--- src/rtl/vend_pkg.sv ---
// Shared types and default constants for the vending credit/dispense controller.
package vend_pkg;

  localparam int unsigned CREDIT_W         = 4;
  localparam int unsigned PRICE_COFFEE_DEF = 2;
  localparam int unsigned PRICE_SPRITE_DEF = 3;
  localparam int unsigned MAX_CREDIT_DEF   = 9;
  localparam int unsigned DISPENSE_CYC_DEF = 100;
  localparam int unsigned GAP_CYC_DEF      = 4;

  typedef enum logic [1:0] {
    IDLE     = 2'd0,
    DISPENSE = 2'd1,
    GAP      = 2'd2,
    REFUND   = 2'd3
  } state_e;

  // Sizes the shared duration counter for the longer of the two timed states.
  function automatic int unsigned max_u(input int unsigned a, input int unsigned b);
    return (a > b) ? a : b;
  endfunction

endpackage

--- src/rtl/vend_edge_det.sv ---
// Registers one level input and flags its rising edge (cur & ~prev).
module vend_edge_det (
  input  logic clk,
  input  logic rst,
  input  logic din,
  output logic rise_c
);

  logic cur;
  logic prev;

  always_ff @(posedge clk) begin
    if (rst) begin
      cur  <= 1'b0;
      prev <= 1'b0;
    end else begin
      cur  <= din;
      prev <= cur;
    end
  end

  assign rise_c = cur & ~prev;

endmodule

--- src/rtl/vend_dispense_ctrl.sv ---
// Credit counter and coffee/sprite dispense arbiter for the shared spout.
// Optional coin-return feature: define VEND_REFUND_EN.
module vend_dispense_ctrl
  import vend_pkg::*;
#(
  parameter int unsigned PRICE_COFFEE = PRICE_COFFEE_DEF,
  parameter int unsigned PRICE_SPRITE = PRICE_SPRITE_DEF,
  parameter int unsigned MAX_CREDIT   = MAX_CREDIT_DEF,
  parameter int unsigned DISPENSE_CYC = DISPENSE_CYC_DEF,
  parameter int unsigned GAP_CYC      = GAP_CYC_DEF
) (
  input  logic                clk,
  input  logic                rst,
  input  logic                i_coin,
  input  logic                i_coffee,
  input  logic                i_sprite,
`ifdef VEND_REFUND_EN
  input  logic                i_refund,
  output logic                o_refund,
`endif
  output logic                o_led_coffee,
  output logic                o_led_sprite,
  output logic                o_coffee,
  output logic                o_sprite,
  output logic                o_busy,
  output logic                o_reject,
  output logic [CREDIT_W-1:0] o_credit
);

  localparam int unsigned CNT_W = $clog2(max_u(DISPENSE_CYC, GAP_CYC) + 1);
  localparam int unsigned SUM_W = CREDIT_W + 1;

  logic coin_rise, coffee_rise, sprite_rise;

  state_e              state, state_nx;
  logic [CNT_W-1:0]    cnt, cnt_nx;
  logic                rr_sprite, rr_sprite_nx;
  logic                sel_sprite, sel_sprite_nx;
  logic [CREDIT_W-1:0] deduct;
  logic [SUM_W-1:0]    add_sum, sum;
  logic [CREDIT_W-1:0] credit_nx;
  logic                reject_nx;
  logic                ok_coffee, ok_sprite, grant_sprite;

  vend_edge_det u_ed_coin   (.clk(clk), .rst(rst), .din(i_coin),   .rise_c(coin_rise));
  vend_edge_det u_ed_coffee (.clk(clk), .rst(rst), .din(i_coffee), .rise_c(coffee_rise));
  vend_edge_det u_ed_sprite (.clk(clk), .rst(rst), .din(i_sprite), .rise_c(sprite_rise));

`ifdef VEND_REFUND_EN
  logic refund_rise;
  logic refund_nx;

  vend_edge_det u_ed_refund (.clk(clk), .rst(rst), .din(i_refund), .rise_c(refund_rise));
`endif

  // Next-state, arbitration and credit arithmetic.
  always_comb begin
    state_nx      = state;
    cnt_nx        = cnt;
    rr_sprite_nx  = rr_sprite;
    sel_sprite_nx = sel_sprite;
    deduct        = '0;
`ifdef VEND_REFUND_EN
    refund_nx     = 1'b0;
`endif

    ok_coffee    = (state == IDLE) && coffee_rise && (o_credit >= CREDIT_W'(PRICE_COFFEE));
    ok_sprite    = (state == IDLE) && sprite_rise && (o_credit >= CREDIT_W'(PRICE_SPRITE));
    grant_sprite = ok_sprite && (!ok_coffee || rr_sprite);
    add_sum      = SUM_W'(o_credit) + SUM_W'(coin_rise);

    case (state)
      IDLE: begin
        if (ok_coffee || ok_sprite) begin
          state_nx      = DISPENSE;
          cnt_nx        = CNT_W'(DISPENSE_CYC - 1);
          sel_sprite_nx = grant_sprite;
          rr_sprite_nx  = ~grant_sprite;
          deduct        = grant_sprite ? CREDIT_W'(PRICE_SPRITE) : CREDIT_W'(PRICE_COFFEE);
        end
`ifdef VEND_REFUND_EN
        else if (refund_rise && (o_credit != '0)) begin
          state_nx  = REFUND;
          refund_nx = 1'b1;
          deduct    = CREDIT_W'(1);
        end
`endif
      end
      DISPENSE: begin
        if (cnt == '0) begin
          state_nx = GAP;
          cnt_nx   = CNT_W'(GAP_CYC - 1);
        end else begin
          cnt_nx = cnt - CNT_W'(1);
        end
      end
      GAP: begin
        if (cnt == '0) state_nx = IDLE;
        else           cnt_nx   = cnt - CNT_W'(1);
      end
`ifdef VEND_REFUND_EN
      // Alternate pulse-high / pulse-low; leave once nothing is left to return.
      REFUND: begin
        if (o_refund) begin
          if (add_sum == '0) state_nx = IDLE;
        end else begin
          refund_nx = 1'b1;
          deduct    = CREDIT_W'(1);
        end
      end
`endif
      default: state_nx = IDLE;
    endcase

    sum       = add_sum - SUM_W'(deduct);
    reject_nx = coin_rise && (sum > SUM_W'(MAX_CREDIT));
    credit_nx = (sum > SUM_W'(MAX_CREDIT)) ? CREDIT_W'(MAX_CREDIT) : sum[CREDIT_W-1:0];
  end

  // State and registered outputs, all derived from next-state values.
  always_ff @(posedge clk) begin
    if (rst) begin
      state        <= IDLE;
      cnt          <= '0;
      rr_sprite    <= 1'b0;
      sel_sprite   <= 1'b0;
      o_credit     <= '0;
      o_reject     <= 1'b0;
      o_busy       <= 1'b0;
      o_coffee     <= 1'b0;
      o_sprite     <= 1'b0;
      o_led_coffee <= 1'b0;
      o_led_sprite <= 1'b0;
`ifdef VEND_REFUND_EN
      o_refund     <= 1'b0;
`endif
    end else begin
      state        <= state_nx;
      cnt          <= cnt_nx;
      rr_sprite    <= rr_sprite_nx;
      sel_sprite   <= sel_sprite_nx;
      o_credit     <= credit_nx;
      o_reject     <= reject_nx;
      o_busy       <= (state_nx != IDLE);
      o_coffee     <= (state_nx == DISPENSE) && !sel_sprite_nx;
      o_sprite     <= (state_nx == DISPENSE) && sel_sprite_nx;
      o_led_coffee <= (state_nx == IDLE) && (credit_nx >= CREDIT_W'(PRICE_COFFEE));
      o_led_sprite <= (state_nx == IDLE) && (credit_nx >= CREDIT_W'(PRICE_SPRITE));
`ifdef VEND_REFUND_EN
      o_refund     <= refund_nx;
`endif
    end
  end

endmodule

--- config.mk ---
export PLATFORM = sky130hd
export DESIGN_NAME = vend_dispense_ctrl
export DESIGN_NICKNAME = d
export VERILOG_FILES = /design/src/rtl/vend_pkg.sv /design/src/rtl/vend_edge_det.sv /design/src/rtl/vend_dispense_ctrl.sv
export SDC_FILE = /design/constraint.sdc
export NUM_CORES = 1
export LEC_CHECK = 0
export BUFFER_PORTS_ARGS = -buffer_cell sky130_fd_sc_hd__buf_2
export CAP_MARGIN = 20
export CORE_ASPECT_RATIO = 0.7
export CORE_MARGIN = 4
export CORE_UTILIZATION = 45
export DETAILED_ROUTE_END_ITERATION = 6
export PLACE_DENSITY_LB_ADDON = 0.08
export SYNTH_ARGS = -nofsm -noshare
export SYNTH_HDL_FRONTEND = slang
export SYNTH_HIERARCHICAL = 1
export SYNTH_SLANG_ARGS = --single-unit
--- constraint.sdc ---
create_clock -name clk -period 6.58 [get_ports clk]
set_input_delay 0.329 -clock clk [delete_from_list [all_inputs] [get_ports clk]]
set_output_delay 0.329 -clock clk [all_outputs]
set_load 0.005 [all_outputs]
==> summary.txt, run 1 <==
Detailed routing
  – Routed Antenna Nets: 0
  – Avg WL per Cell: 13.2 microns
  – Final WL: 2.87 mm
  – DR vias/cell: 5.43
  – DR pass1 iterations: 4
  – DRC: 0
  – DR vias: 1178
  – Drt first-iter violations: 43

STA
  – Slew Limit Fails: 0
  – Max-slew headroom at the worst pin: 54.7%
  – Clk_skew: between 0.003 and 0.004 ns
  – Final Cycle Share: 46.6%
  – Post-route worst setup slack: 3.51 ns
  – Achievable Freq: 0.326 GHz
  – Final TNS setup: 0 ns
  – Final hold vios: 0
  – RSZ-0062 raised after global routing: false
  – Worst-Margin Slew: 0.678 ns
  – Crit path time final: ~3.1 ns
  – Final setup viols: 0

Yosys
  – Post-Syn Instances: 163
  – Yosys warns: 6
  – Mapped Area: 1480 sq um
  – Seq/Total Area, Yosys: 36.5%
  – Syn Area/Cell: 9.10 sq um
  – Post-synth EDFFs: 0
  – Synth unique cells: 47
  – #FFs+latches synth: 27
  – Top_reg_cell synth: dfxtp_1
  – Async S/R FF share, synth: 0%
  – Net Count, Synth: 182

Job
  – MaxCap Viol Count: 0

Power
  – Power, Total: 0.800 mW
  – Leakage power: between 0.6 and 0.7 nW
  – Peak supply drop: 159 uV
  – Cell Int Power: 0.453 mW
  – PD cells: around 490 nW/um^2
  – Comb pwr share: 58.3%
  – Switch share: 43.5%
  – Net Switching: around 0.35 mW
  – Seq pwr share: 30.2%
  – Part of the power in the clock network: 11.5%

CTS
  – Root Buffer: clkbuf_8
  – Clock sink count: 27
  – H-tree Lvls: 1
  – Num CTS Buffers: 3
  – Post-CTS setup buffer count: 0
  – CTS clk-pin slew, worst paths: 0.09 ns
  – CTS resizes: 0
  – Clock latency at the later pin of the worst-skew pair: 0.27 ns
  – # hold bufs at CTS: 0
  – Max Buffers Root-to-Sink: 2
  – TritonCTS clock tree: built

Final layout
  – Multi-input combinational cell area: 871 sq um
  – Seq. cell area: 541 sq um
  – Commonest cells after routing, fill and taps aside: dfxtp_1, inv_1, buf_2
  – Layout Area Growth over Synthesis: 10.5%
  – Antenna cells: 0
  – Filler Cell Count: 314
  – Most common cell after layout, fill and taps aside: dfxtp_1
  – Layout cell share with drive strength beyond 1: 16.2%
  – Nets: a little under 200

GRT
  – Initial antenna violation count: 0
  – GR Util All Layers: roughly 15%
  – Vias in the first global route: 1135
  – Pin count of the biggest net entering global routing: 26
  – First-pass GRT wire length: 5.31 mm
  – Grt ovf: 0

Floorplanning
  – Starting Density: 47.1%
  – Die X: 76.6 microns
  – I/O pins: 15
  – Chip height: 56.0 microns
  – Rows: 17
  – Die area: 4290 sq um
  – Core area: 3150 sq um

Worst hold path
  – HP Class: in -> reg
  – Hold path startpoint: i_sprite

Setup path
  – Crit path cell chain: inv_1, ha_1, a21bo_1, nand2_1, or2_2, ha_1, inv_1, fa_1, nand2b_1, a21oi_1, xnor2_1, o21ai_1, and3_1
  – CP max stage delay: between 0.4 and 0.5 ns
  – WP data arrival: 3.24 ns
  – Critical path class: reg -> reg
  – Required time of the critical path: 6.75 ns
  – CP Buf/Inv Count: 2
  – FF-to-FF Start: o_credit[2]
  – Worst path top cell family by delay: adder cells
  – CP max stage cell: fa_1
  – CP endpoint kind: flip-flop
  – CP max FO: 4
  – CP Launch Type: flip-flop
  – Critical path startpoint: o_credit[2]

Placement
  – Place WS: 3.52 ns
  – Gpl congestion: 0.811
  – Hpwl dp: 2.23 mm
  – Number of port buffers: 14

Outcome
  – Status: finished clean
-- cell usage after synthesis (2+ instances only) --
library cell / number / area, sq um
xnor2_1: 2 / 17.5
nor2b_1: 9 / 56.3
o21ai_0: 2 / 10.0
nor3_1: 5 / 25.0
a21o_1: 4 / 30.0
a21oi_1: 13 / 65.1
dfxtp_1: 27 / 541
a31o_1: 2 / 17.5
nand2b_1: 4 / 25.0
ha_1: 13 / 163
and2_1: 2 / 12.5
inv_1: 16 / 60.1
nor2_1: 12 / 45.0
nand3_1: 3 / 15.0
clkbuf_1: 2 / 7.51
nand2_1: 8 / 30.0
o21ai_1: 3 / 15.0
o21a_1: 4 / 30.0
nor2b_2: 3 / 26.3
a211oi_1: 2 / 15.0
-- power groups by stage --
| stage | sequential, mW | clock, mW | combinational, mW |
|---|---|---|---|
| after floorplan | 0.243 | 0 | 0.355 |
| after global placement | 0.245 | 0 | 0.458 |
| after detailed placement | 0.246 | 0 | 0.463 |
| after CTS | 0.242 | 0.0985 | 0.467 |
| after global routing | 0.250 | 0.106 | 0.529 |
| final | 0.242 | 0.0923 | 0.466 |
-- worst paths after layout --
path,to,slack [ns],depth (start not counted)
hold / removal,u_ed_sprite/cur,0.26,2
setup / recovery,o_reject,3.51,13
hold reg to reg,u_ed_coffee/prev,0.47,1
setup reg to reg,o_reject,3.51,13
-- sequential cells by signal (all words and copies together) (netlist names) --
name              cells
cnt                   7
o_credit              4
state                 2
o_busy                1
o_coffee              1
o_led_coffee          1
o_led_sprite          1
o_reject              1
o_sprite              1
rr_sprite             1
sel_sprite            1
u_ed_coffee/cur       1
u_ed_coffee/prev      1
u_ed_coin/cur         1
u_ed_coin/prev        1
u_ed_sprite/cur       1
u_ed_sprite/prev      1
-- final cells by class --
| class | count | area share (%) |
|---|---|---|
| Timing Repair Buffer | 14 | 4.27 |
| Clock buffer | 3 | 2.52 |
| Clock inverter | 1 | 0.305 |
| Multi-Input combinational cell | 117 | 53.1 |
| Inverter | 17 | 3.89 |
| Tap cell | 38 | 2.90 |
| Sequential cell | 27 | 33.0 |
-- metal layers --
metal	track usage (%)	part of all wire, %	vias up
li1	-	-	602
met1	21.5	54	553
met5	0	0	-
met2	23.2	41	21
met3	3.88	3.9	2
met4	2.33	0.45	0
-- through the flow --
step / hold WS [ns] / utilization [%] / instance area, sq um / cells
finish: 0.262 / 52.1 / 1640 / 217
detailed placement: 0.452 / 50.6 / 1590 / 213
global route: 0.254 / 52.1 / 1640 / 217
CTS: 0.253 / 52.1 / 1640 / 217
global placement: 0.446 / 50.6 / 1590 / 213
floorplan: 0.401 / - / 1480 / 163
-- logic make-up (layout without fill, tap and decap cells) --
group	count (synthesis)	in the layout	share of synthesized area, %
XOR/XNOR	3	3	1.77
AO/OA/AOI/OAI	45	45	22.8
AND/OR/NAND/NOR	55	55	21.9
flip-flops	27	27	36.5
adder cells (fa/ha/maj)	14	14	12.3
buffers and inverters	19	35	4.81
(Power assumes the default switching activity.)
==> run 2: changes to the inputs <==
clock period = 2.65 ns   (was 6.58 ns; I/O delays follow)
==> summary.txt, run 2 (synthesis results as in run 1) <==
Worst hold path
  – WHS Endpoint: u_ed_coffee/cur
  – Hold path depth: 2
  – HP Class: in -> reg
  – Hold path startpoint: i_coffee

STA
  – Post-route worst setup slack: -0.0713 ns
  – Slew Limit Fails: 0
  – Max-slew headroom at the worst pin: a little under three fifths
  – Crit path time final: 2.72 ns
  – Final TNS setup: -0.246 ns
  – Hold_ws: 0.0612 ns
  – RSZ-0062 raised after global routing: true
  – Worst-Margin Slew: 0.652 ns
  – Final Cycle Share: 103%
  – Final hold vios: 0
  – Final setup viols: 5
  – Clk_skew: 0.00448 ns
  – Achievable Freq: 0.367 GHz

Power
  – Peak supply drop: 574 uV
  – PD cells: between 1000 and 1500 nW/um^2
  – Net Switching: between 0.9 and 1 mW
  – Switch share: between 40% and 50%
  – Power, Total: 2.31 mW
  – Leakage power: 0.759 nW
  – Comb pwr share: 63.5%
  – Cell Int Power: 1.32 mW
  – Part of the power in the clock network: between 10 and 15%
  – Seq pwr share: 26.3%

Placement
  – Place WS: -0.162 ns
  – Number of port buffers: 14
  – Hpwl dp: between 2 and 2.5 mm
  – Post-DP Area: between 1500 and 2000 sq um
  – Gpl congestion: 0.800
  – Number of instances in the placed design: 225

Final layout
  – Non-Filler Instances: around 230
  – Layout cell share with drive strength beyond 1: between 30 and 40%
  – Most common cell after layout, fill and taps aside: dfxtp_1
  – Final Instance Area: 1840 sq um
  – Largest Register: cnt
  – Final core occ: 58.5%
  – Largest registers: cnt x7, o_credit x4, state x2
  – Largest register FFs: 7
  – Layout Area Growth over Synthesis: 24.1%
  – Nets: 213
  – Antenna cells: 0
  – Commonest cells after routing, fill and taps aside: dfxtp_1, buf_2, buf_4

Setup path
  – Critical path class: reg -> reg
  – CP endpoint kind: flip-flop
  – WP data arrival: roughly 2.9 ns
  – CP max FO: 4
  – RR Endpoint: o_led_sprite
  – R2R setup slack: -0.07 ns
  – CP Launch Type: flip-flop
  – FF-to-FF Start: o_credit[2]
  – Reg2Reg Depth: 15
  – Required time of the critical path: 2.83 ns

Detailed routing
  – Avg WL per Cell: 14.4 microns
  – Highest routed layer: met4
  – DR vias: 1288
  – Drt first-iter violations: 44
  – Metal-1 WL: 1.64 mm
  – DR pass1 iterations: 4
  – DRC: 0
  – DR WL met3: ~130 microns
  – Routed Antenna Nets: 0
  – Routed wl met2: 1.55 mm
  – Final WL: about 3.3 mm
  – DR vias/cell: 5.58

CTS
  – CTS clk-pin slew, worst paths: about 0.090 ns
  – Clock latency at the later pin of the worst-skew pair: 0.27 ns
  – Num CTS Buffers: 3
  – Root Buffer: clkbuf_8
  – # hold bufs at CTS: 0
  – H-tree Lvls: 1
  – TritonCTS clock tree: built
  – Clock sink count: 27
  – Max Buffers Root-to-Sink: 2

Floorplanning
  – Starting Density: 47.1%
  – Die area: 4290 sq um
  – Core area: 3150 sq um
  – Die X: 76.6 microns
  – Rows: 17
  – I/O pins: 15
  – Chip height: 56.0 microns

Outcome
  – Failing checks: setup timing
  – Status: finished with violations

GRT
  – Pin count of the biggest net entering global routing: 26
  – Grt ovf: 0
  – GR Util All Layers: 16.7%
  – Initial antenna violation count: 0
  – Vias in the first global route: 1276
  – First-pass GRT wire length: roughly 5.9 mm

Job
  – MaxCap Viol Count: 0
run 2: changes by cell type in the layout (fill, tap and decap cells not counted), sizes merged:
| cell | change |
|---|---|
| buf | +14 |
run 2: worst max path at each step:
| stage | startpoint | endpoint | slack [ns] | cells past startpoint |
|---|---|---|---|---|
| 2_1_floorplan | o_credit[3] | o_reject | 0.009 | 13 |
| 3_3_place_gp | o_credit[2] | o_reject | -0.03 | 15 |
| 3_5_place_dp | o_credit[2] | o_credit[0] | -0.16 | 15 |
| 4_1_cts | o_credit[3] | o_led_sprite | -0.05 | 15 |
| 5_1_grt | o_credit[3] | o_led_coffee | -0.21 | 15 |
| 6_report | o_credit[2] | o_led_sprite | -0.07 | 15 |
run 2: per-layer routing:
layer	vias to the layer above	GRT usage [%]
met2	26	27.4
li1	634	-
met4	0	2.84
met1	626	22.8
met3	2	3.56
met5	-	0
run 2: repair_timing:
action / 4_1_cts / 5_1_grt
pin swaps: 5 / 8
endpoints found under the setup margin: 6 / 7
resized for setup: 10 / 3
setup buffers: 1 / 1
run 2: critical path, stage by stage (launching register included):
cell and delay [ns]:
dfxtp_2 0.34, inv_4 0.07, ha_4 0.15, nand3_2 0.08, a21o_1 0.19, a21oi_2 0.14
ha_1 0.24, inv_1 0.06, ha_2 0.18, inv_2 0.04, fa_2 0.34, nand2b_4 0.16
a21oi_4 0.17, xnor2_2 0.17, nand2_1 0.12, o21a_1 0.19
run 2: power groups by stage:
| stage | sequential [mW] | clock, mW | combinational (mW) |
|---|---|---|---|
| 2_1_floorplan | 0.609 | 0 | 0.988 |
| 3_3_place_gp | 0.604 | 0 | 1.35 |
| 3_5_place_dp | 0.608 | 0 | 1.38 |
| 4_1_cts | 0.605 | 0.246 | 1.45 |
| 5_1_grt | 0.623 | 0.266 | 1.63 |
| 6_report | 0.609 | 0.235 | 1.47 |
run 2: area by class of cell:
cell class                 count  area (sq um)
clock buffer                   3          41.3
inverter                      17          66.3
multi-input combinational    117           962
timing repair buffer          28           175
sequential                    27           543
fill                         289          1310
clock inverter                 1          5.00
tap                           38          47.5
==> run 3: changes to the inputs <==
CORE_UTILIZATION = 52   (was 45)
==> summary.txt, run 3 (synthesis results as in run 1) <==
Final layout
  – Largest Register: cnt
  – Most common cell after layout, fill and taps aside: dfxtp_1
  – Antenna cells: 0
  – Layout Area Growth over Synthesis: 29.9%
  – Commonest cells after routing, fill and taps aside: dfxtp_1, buf_4, buf_2
  – Largest registers: cnt x7, o_credit x4, state x2
  – Non-Filler Instances: 236
  – Nets: 222
  – Layout cell share with drive strength beyond 1: roughly 37%
  – Largest register FFs: 7

GRT
  – Pin count of the biggest net entering global routing: 26
  – Initial antenna violation count: 0
  – Grt ovf: 0
  – Vias in the first global route: around 1.2k
  – GR Util All Layers: between 20% and 30%
  – First-pass GRT wire length: 5.80 mm

Outcome
  – Status: finished with violations
  – Failing checks: setup timing

Placement
  – Number of instances in the placed design: 222
  – Place WS: -0.188 ns
  – Gpl congestion: 0.872
  – Hpwl dp: 2.44 mm
  – Number of port buffers: 14

CTS
  – TritonCTS clock tree: built
  – Clock sink count: 27
  – CTS clk-pin slew, worst paths: 0.10 ns
  – Num CTS Buffers: 3
  – # hold bufs at CTS: 0
  – Clock latency at the later pin of the worst-skew pair: 0.28 ns
  – Root Buffer: clkbuf_8
  – Max Buffers Root-to-Sink: 2
  – H-tree Lvls: 1

Floorplanning
  – Die X: 71.8 microns
  – Rows: 15
  – Core area: 2590 sq um
  – Die area: 3780 sq um
  – Chip height: 52.7 microns
  – I/O pins: 15
  – Starting Density: 57.2%

Detailed routing
  – Avg WL per Cell: 15.4 microns
  – Drt first-iter violations: 96
  – DR pass1 iterations: 4
  – Final WL: 3.64 mm
  – DR vias: 1314
  – Routed Antenna Nets: 0
  – DRC: 0
  – DR vias/cell: between 5 and 6

Setup path
  – R2R setup slack: -0.13 ns
  – CP max FO: 4
  – CP endpoint kind: flip-flop
  – Required time of the critical path: 2.83 ns
  – WP data arrival: 2.96 ns
  – RR Endpoint: o_led_coffee
  – CP endpoint: o_led_coffee
  – Critical path startpoint: state[1]
  – Critical path class: reg -> reg
  – FF-to-FF Start: state[1]
  – Reg2Reg Depth: 15
  – CP Launch Type: flip-flop

STA
  – Crit path time final: ~2.8 ns
  – Achievable Freq: approximately 0.36 GHz
  – RSZ-0062 raised after global routing: true
  – Worst-Margin Slew: 0.686 ns
  – Slew Limit Fails: 0
  – Max-slew headroom at the worst pin: 54.2%
  – Clk_skew: 0.0111 ns
  – Final TNS setup: -0.374 ns
  – Final hold vios: 0
  – Post-route worst setup slack: -0.129 ns
  – Final setup viols: 6
  – Final Cycle Share: 105%

Worst hold path
  – Hold path startpoint: i_sprite
  – Hold path depth: 2
  – HP Class: in -> reg

Power
  – Leakage power: 0.799 nW
  – PD cells: 1280 nW/um^2
  – Peak supply drop: 549 uV

Job
  – MaxCap Viol Count: 0
run 3: cell types whose count changed in the layout (fill, tap and decap cells not counted), sizes merged:
| cell | previous run | this run |
|---|---|---|
| buf | 28 | 37 |
| clkinv | 1 | 0 |
| inv | 17 | 18 |
run 3: critical path, stage by stage (launching register included):
cell	delay (ns)
dfxtp_2	0.34
inv_1	0.08
ha_2	0.21
nand2_1	0.07
a21o_1	0.18
a21oi_2	0.13
ha_1	0.25
inv_2	0.07
ha_4	0.13
inv_2	0.03
fa_2	0.34
nand2b_4	0.16
a21oi_4	0.17
xnor2_2	0.19
nand3_1	0.16
and2_1	0.17
run 3: cell type report:
| class | instances | area [sq um] |
|---|---|---|
| clock inverter | 1 | 8.76 |
| sequential | 27 | 544 |
| inverter | 17 | 68.8 |
| tap | 34 | 42.5 |
| timing repair buffer | 37 | 243 |
| fill | 174 | 664 |
| clock buffer | 3 | 41.3 |
| multi-input combinational | 117 | 977 |
run 3: metrics by stage:
stage / power [mW] / area (sq um) / util [%] / hold slack, ns
2_1_floorplan: 1.60 / 1540 / - / 0.204
5_1_grt: 2.66 / 1930 / 74.3 / 0.0385
3_5_place_dp: 2.00 / 1740 / 67.1 / 0.346
6_report: 2.47 / 1930 / 74.3 / 0.0481
3_3_place_gp: 1.96 / 1740 / 67.1 / 0.342
4_1_cts: 2.33 / 1850 / 71.6 / 0.0436
run 3: worst min path at each step:
stage and to:
2_1_floorplan u_ed_coffee/cur, 3_3_place_gp u_ed_coffee/cur, 3_5_place_dp u_ed_sprite/cur, 4_1_cts u_ed_sprite/cur, 5_1_grt u_ed_coffee/cur, 6_report u_ed_sprite/cur
run 3: layer usage:
layer  routed length (microns)  GRT usage [%]
met4                       100           6.88
met3                       294           6.70
met1                      1660           25.5
met5                         0              0
met2                      1580           32.5
run 3: power by group:
| group | leakage [nW] | internal (mW) | switching (mW) |
|---|---|---|---|
| sequential | 0.223 | 0.521 | 0.102 |
| combinational | 0.550 | 0.757 | 0.848 |
| clock | 0.0261 | 0.111 | 0.134 |
run 3: what timing repair did:
| item | CTS | global route |
|---|---|---|
| gates resized for setup | 9 | 9 |
| setup endpoints to repair | 7 | 7 |
| pin swaps | 9 | 9 |
| hold endpoints to repair | 0 | 0 |
| buffers inserted | 5 | 5 |
